[src/rtl/io_bridge_pkg.sv]
// io_port_bridge shared definitions.
// Port map defaults and status bit positions.
package io_bridge_pkg;

  localparam logic [7:0] LED_ID_DEF   = 8'h40;
  localparam logic [7:0] TX_ID_DEF    = 8'h41;
  localparam logic [7:0] STAT_ID_DEF  = 8'h42;
  localparam logic [7:0] IRQEN_ID_DEF = 8'h43;
  localparam logic [7:0] SW_ID_DEF    = 8'h44;
  localparam logic [7:0] CNT_ID_DEF   = 8'h45;

  localparam int ST_TXE_EMPTY = 0;
  localparam int ST_FULL      = 1;
  localparam int ST_OVF       = 2;
  localparam int ST_PTXE      = 3;
  localparam int ST_PSW       = 4;

endpackage

[src/rtl/io_tx_fifo.sv]
// io_port_bridge TX byte FIFO.
// Head is registered storage; full push with pop is accepted.
module io_tx_fifo
  import io_bridge_pkg::*;
#(
  parameter int DEPTH = 8
) (
  input  logic                     clk,
  input  logic                     rst_n,
  input  logic                     push_i,
  input  logic [7:0]               data_i,
  input  logic                     ready_i,
  output logic [7:0]               data_o,
  output logic                     valid_o,
  output logic                     full_o,
  output logic                     empty_o,
  output logic [$clog2(DEPTH):0]   count_o,
  output logic                     ovf_o,
  output logic                     drain_o
);

  localparam int AW = $clog2(DEPTH);
  localparam int CW = AW + 1;

  logic [AW-1:0] wr_q, wr_d;
  logic [AW-1:0] rd_q, rd_d;
  logic [CW-1:0] cnt_q, cnt_d;
  logic [7:0]    mem_q [DEPTH];
  logic          pop;
  logic          acc;

  assign empty_o = (cnt_q == '0);
  assign full_o  = (cnt_q == CW'(DEPTH));
  assign valid_o = ~empty_o;
  assign data_o  = mem_q[rd_q];
  assign count_o = cnt_q;
  assign pop     = valid_o & ready_i;
  assign acc     = push_i & (~full_o | pop);
  assign ovf_o   = push_i & full_o & ~pop;
  assign drain_o = pop & (cnt_q == CW'(1)) & ~push_i;

  // Pointer and occupancy next-state
  always_comb begin
    wr_d  = wr_q + AW'(acc);
    rd_d  = rd_q + AW'(pop);
    cnt_d = cnt_q + CW'(acc) - CW'(pop);
  end

  // Pointer and count registers
  always_ff @(posedge clk or negedge rst_n) begin
    if (!rst_n) begin
      wr_q  <= '0;
      rd_q  <= '0;
      cnt_q <= '0;
    end else begin
      wr_q  <= wr_d;
      rd_q  <= rd_d;
      cnt_q <= cnt_d;
    end
  end

  // Byte storage, cleared so the idle head reads zero
  always_ff @(posedge clk or negedge rst_n) begin
    if (!rst_n) begin
      for (int i = 0; i < DEPTH; i++) mem_q[i] <= '0;
    end else if (acc) begin
      mem_q[wr_q] <= data_i;
    end
  end

endmodule

[src/rtl/io_port_bridge.sv]
// io_port_bridge: CPU port decode, LEDs, TX FIFO, IRQ.
// Optional switch-change IRQ under IO_BRIDGE_SW_IRQ_EN.
module io_port_bridge
  import io_bridge_pkg::*;
#(
  parameter int         TX_DEPTH = 8,
  parameter logic [7:0] LED_ID   = LED_ID_DEF,
  parameter logic [7:0] TX_ID    = TX_ID_DEF,
  parameter logic [7:0] STAT_ID  = STAT_ID_DEF,
  parameter logic [7:0] IRQEN_ID = IRQEN_ID_DEF,
  parameter logic [7:0] SW_ID    = SW_ID_DEF,
  parameter logic [7:0] CNT_ID   = CNT_ID_DEF
) (
  input  logic       clk,
  input  logic       rst_n,
  input  logic [7:0] port_id,
  input  logic [7:0] out_port,
  input  logic       io_strb,
  output logic [7:0] in_port,
  output logic       interrupt,
  output logic [7:0] leds,
  input  logic [7:0] switches,
  output logic [7:0] tx_data,
  output logic       tx_valid,
  input  logic       tx_ready
);

  localparam int CW = $clog2(TX_DEPTH) + 1;

  logic [7:0]    leds_q, leds_d;
  logic [1:0]    en_q, en_d;
  logic          ovf_q, ovf_d;
  logic          ptxe_q, ptxe_d;
  logic          psw_q, psw_d;
  logic          irq_q, irq_d;
  logic [7:0]    sw_meta_q, sw_sync_q;
  logic          wr_led, wr_tx, wr_stat, wr_en;
  logic          full, empty, ovf_set, drain;
  logic [CW-1:0] count;
  logic [7:0]    status;

  assign wr_led  = io_strb & (port_id == LED_ID);
  assign wr_tx   = io_strb & (port_id == TX_ID);
  assign wr_stat = io_strb & (port_id == STAT_ID);
  assign wr_en   = io_strb & (port_id == IRQEN_ID);

  io_tx_fifo #(.DEPTH(TX_DEPTH)) u_fifo (
    .clk     (clk),
    .rst_n   (rst_n),
    .push_i  (wr_tx),
    .data_i  (out_port),
    .ready_i (tx_ready),
    .data_o  (tx_data),
    .valid_o (tx_valid),
    .full_o  (full),
    .empty_o (empty),
    .count_o (count),
    .ovf_o   (ovf_set),
    .drain_o (drain)
  );

  // Two-flop switch synchronizer
  always_ff @(posedge clk or negedge rst_n) begin
    if (!rst_n) begin
      sw_meta_q <= '0;
      sw_sync_q <= '0;
    end else begin
      sw_meta_q <= switches;
      sw_sync_q <= sw_meta_q;
    end
  end

`ifdef IO_BRIDGE_SW_IRQ_EN
  logic [7:0] sw_prev_q;

  // Previous synchronized switch value for edge detect
  always_ff @(posedge clk or negedge rst_n) begin
    if (!rst_n) sw_prev_q <= '0;
    else        sw_prev_q <= sw_sync_q;
  end

  // Switch-change flag: set beats ack
  always_comb begin
    psw_d = (sw_sync_q != sw_prev_q) |
            (psw_q & ~(wr_stat & out_port[ST_PSW]));
  end
`else
  // Switch IRQ not built
  always_comb begin
    psw_d = 1'b0;
  end
`endif

  // Register and flag next-state
  always_comb begin
    leds_d = leds_q;
    en_d   = en_q;
    if (wr_led) leds_d = out_port;
    if (wr_en)  en_d   = out_port[4:3];
    ovf_d  = ovf_set |
             (ovf_q & ~(wr_stat & out_port[ST_OVF]));
    ptxe_d = drain |
             (ptxe_q & ~(wr_stat & out_port[ST_PTXE]));
    irq_d  = |({psw_q, ptxe_q} & en_q);
  end

  // Bridge state registers
  always_ff @(posedge clk or negedge rst_n) begin
    if (!rst_n) begin
      leds_q <= '0;
      en_q   <= '0;
      ovf_q  <= 1'b0;
      ptxe_q <= 1'b0;
      psw_q  <= 1'b0;
      irq_q  <= 1'b0;
    end else begin
      leds_q <= leds_d;
      en_q   <= en_d;
      ovf_q  <= ovf_d;
      ptxe_q <= ptxe_d;
      psw_q  <= psw_d;
      irq_q  <= irq_d;
    end
  end

  assign status = {3'b000, psw_q, ptxe_q,
                   ovf_q, full, empty};

  // Side-effect-free read mux
  always_comb begin
    in_port = 8'h00;
    if (port_id == LED_ID)
      in_port = leds_q;
    else if (port_id == STAT_ID)
      in_port = status;
    else if (port_id == IRQEN_ID)
      in_port = {3'b000, en_q, 3'b000};
    else if (port_id == SW_ID)
      in_port = sw_sync_q;
    else if (port_id == CNT_ID)
      in_port = 8'(count);
  end

  assign leds      = leds_q;
  assign interrupt = irq_q;

endmodule

[config.mk]
export PLATFORM = sky130hd
export DESIGN_NAME = io_port_bridge
export DESIGN_NICKNAME = d
export VERILOG_FILES = /design/src/rtl/io_bridge_pkg.sv /design/src/rtl/io_tx_fifo.sv /design/src/rtl/io_port_bridge.sv
export SDC_FILE = /design/constraint.sdc
export NUM_CORES = 1
export LEC_CHECK = 0
export ABC_AREA = 1
export CAP_MARGIN = 20
export CELL_PAD_IN_SITES_DETAIL_PLACEMENT = 1
export CELL_PAD_IN_SITES_GLOBAL_PLACEMENT = 1
export CORE_UTILIZATION = 39
export DETAILED_ROUTE_END_ITERATION = 16
export GPL_ROUTABILITY_DRIVEN = 0
export PLACE_DENSITY = 0.73
export RECOVER_POWER = 25
export SYNTH_ARGS = -nofsm -noshare
export SYNTH_HDL_FRONTEND = slang
export SYNTH_HIERARCHICAL = 1
export SYNTH_SLANG_ARGS = --single-unit
[constraint.sdc]
create_clock -name clk -period 1.95 [get_ports clk]
set_input_delay 0.39 -clock clk [delete_from_list [all_inputs] [get_ports clk]]
set_output_delay 0.39 -clock clk [all_outputs]
set_load 0.02 [all_outputs]
==> flow_metrics.env <==
export IMPL_clockRootBuffer="clkbuf_16"
export IMPL_peakVddDrop_mv=0.538
export IMPL_grt_overflow_total=0
export IMPL_final_cells=911
export IMPL_grt_pass1_wl_mm=29.0
export IMPL_cts_tree="done"
export IMPL_hold_class="flip-flop to flip-flop"
export IMPL_final_core_util_pct=56.9
export IMPL_fin_crit_sh_pct=110
export IMPL_worst_pin_slew_ns=1.46
export IMPL_status="complete, but fails checks"
export IMPL_hold_end="sw_sync_q[7]"
export IMPL_yosys_top_cells_count="189 x nand2_1, 103 x dfrtp_1, 70 x nand4_1"
export IMPL_diodes=0
export IMPL_synth_nets=660
export IMPL_seq_area_frac_synth_pct=48.3
export IMPL_core_um2=13300
export IMPL_fin_skew_ns=0.00899
export IMPL_clkLatencyLatePin_ns=0.36
export IMPL_min_from="sw_meta_q[7]"
export IMPL_hpwl_mm=11.8
export IMPL_hold_viol_final=0
export IMPL_synth_top_area_share_pct=48.3
export IMPL_die_height_um=119
export IMPL_yosysMostFrequentCell="nand2_1"
export IMPL_synth_seq_cells=103
export IMPL_fin_area_um2=7560
export IMPL_drt_total_wl_mm=18.5
export IMPL_synth_flop_cell="dfrtp_1"
export IMPL_violations="negative setup slack"
export IMPL_slew_headroom_pct=2.70
export IMPL_r2r_slack_ns=-0.02
export IMPL_dieWidth_um=119
export IMPL_max_freq_mhz=464
export IMPL_path_clk_slew_ns=0.08
export IMPL_setup_viol=12
export IMPL_final_setup_worst_slack_ns=-0.205
export IMPL_nets=768
export IMPL_critPathCaptureType="output pin"
export IMPL_path_max_fanout=7
export IMPL_port_buffers=53
export IMPL_htreeDepth=3
export IMPL_post_route_drc_count=0
export IMPL_area_growth_synth_to_final_pct=41.8
export IMPL_cts_buffers_inserted=9
export IMPL_drtIter0Drc=295
export IMPL_synth_edf_count=0
export IMPL_worst_hold_slack_ns=0.353
export IMPL_avgSynthCellArea_um2=8.57
export IMPL_rsz0062_at_grt="true"
export IMPL_p_leak_nw=3.64
export IMPL_vias=5091
export IMPL_antenna_found_initial=0
export IMPL_wl_per_cell_um=20.3
export IMPL_num_rows=42
export IMPL_powerDensity_nw_per_um2=1130
export IMPL_num_io_pins=54
export IMPL_async_flop_share_pct=100
export IMPL_max_cap_viol_count=0
export IMPL_clkSinkCount=103
export IMPL_synth_cell_types=34
export IMPL_r2r_end="u_fifo/count_o[1]"
export IMPL_r2r_cells=11
export IMPL_die_area_um2=14100
export IMPL_period_minus_slack_ns=2.15
export IMPL_r2r_start="u_fifo/count_o[3]"
export IMPL_track_usage_pct=26.6
export IMPL_dp_cells=882
export IMPL_setup_tns_final_ns=-1.25
export IMPL_yosys_warnings=6
export IMPL_holdBufCountCts=0
export IMPL_critical_path_arrival_ns=1.76
export IMPL_syn_area_um2=5330
export IMPL_dpl_instance_area_um2=6480
export IMPL_initial_core_util_pct=40.1
export IMPL_final_layout_size_suffix_gt1_share_pct=37.6
export IMPL_required_ns=1.56
export IMPL_ys_top_cells_by_area="dfrtp_1 48%, nand2_1 13%, nand4_1 8.2%, nor2_1 4.2%, o21ai_1 2.7%"
export IMPL_cp_start_kind="flip-flop"
export IMPL_ant_nets=0
export IMPL_grt_pass1_vias=5373
export IMPL_crit_type="flip-flop to output pin"
export IMPL_grt_max_degree=104
export IMPL_maxSlewViolCount=0
export IMPL_clock_path_buffers=2
export IMPL_whs_path_depth=0
export IMPL_synth_top_area_cell="dfrtp_1"
export IMPL_drt_first_pass_iters=5
export IMPL_synth_cells=622
export IMPL_viasPerCell=5.59
-- cell type report --
| class | instances | area, um^2 |
|---|---|---|
| Clock inverter | 7 | 83.8 |
| Inverter | 38 | 194 |
| Fill cell | 1483 | 5730 |
| Tap cell | 176 | 220 |
| Timing Repair Buffer | 134 | 1300 |
| Clock buffer | 9 | 225 |
| Sequential cell | 103 | 2580 |
| Multi-Input combinational cell | 444 | 2960 |
-- sequential cells by signal, summed over array words and instances (netlist names) --
name            cells
u_fifo/mem_q       64
sw_sync_q           8
u_fifo/wr_q         3
u_fifo/count_o      4
sw_meta_q           8
ptxe_q              1
en_q                2
interrupt           1
ovf_q               1
u_fifo/rd_q         3
leds                8
-- power by group --
| group | switching [mW] | total [mW] | internal, mW |
|---|---|---|---|
| Combinational | 2.39 | 4.28 | 1.89 |
| Clock | 0.940 | 1.86 | 0.923 |
| Sequential | 0.142 | 2.41 | 2.27 |
-- placed cells by master, fill, tap and decap left out, types with 8 or more instances in the layout --
cell type,Yosys,final
clkbuf_16,0,10
nor2_1,59,23
inv_2,7,13
dfrtp_1,103,103
o21ai_4,0,15
nor2_2,2,30
nand4_1,70,70
inv_1,29,18
o21ai_2,2,19
nand3_2,8,8
clkdlybuf4s50_1,0,18
nor3_4,8,10
nand2_1,189,173
o21ai_0,28,15
nor2_4,4,12
o21ai_1,29,10
nand2_2,4,16
dlygate4sd3_1,0,8
buf_4,0,60
buf_6,8,22
buf_2,18,9
-- cells by family (layout without fill, tap and decap cells) --
kind of cell	count (synthesis)	count (layout)	synth area share (%)
DFF	103	103	48.3
buffers and inverters	75	188	7.46
and+or+nand+nor	363	363	34.3
adders and majority gates	10	10	2.49
AOI/OAI and AO/OA	67	67	6.78
xor gates and xnor gates	4	4	0.657
-- critical path: stages, from the launching register on --
cell	delay (ns)
dfrtp_1	0.39
buf_6	0.18
clkinv_8	0.10
buf_16	0.17
o21ai_4	0.17
o21ai_2	0.10
nand2_1	0.10
nand2_2	0.06
buf_6	0.13
-- worst max path at each step --
stage | start | end | slack (ns) | cells after the start
2_1_floorplan | port_id[5] | u_fifo/count_o[1] | -0.20 | 14
3_3_place_gp | port_id[4] | in_port[2] | -0.83 | 7
6_report | u_fifo/rd_q[0] | tx_data[0] | -0.20 | 8
5_1_grt | u_fifo/rd_q[0] | tx_data[0] | -0.24 | 9
3_5_place_dp | port_id[5] | u_fifo/mem_q[22] | -0.91 | 12
4_1_cts | u_fifo/rd_q[0] | tx_data[2] | -0.18 | 9
-- repair_timing --
item                       CTS  global route
setup endpoints to repair   87            48
gates resized for setup    205            95
pin swaps                   30            46
cloned                       3             1
buffers inserted             9             5
-- per-layer routing --
metal  vias up  GRT usage [%]  wire, um
met5         -              0         0
met4         0           10.4       587
met3        45           4.26       840
met2       175           45.0      9180
met1      2583           34.1      7850
li1       2288              -         -
-- through the flow --
stage               setup WS, ns  power (mW)
floorplan                 -0.204        3.97
global placement          -0.831        5.23
detailed placement        -0.905        5.34
CTS                       -0.175        7.96
global route              -0.243        8.95
finish                    -0.205        8.55
(Power assumes the default switching activity.)
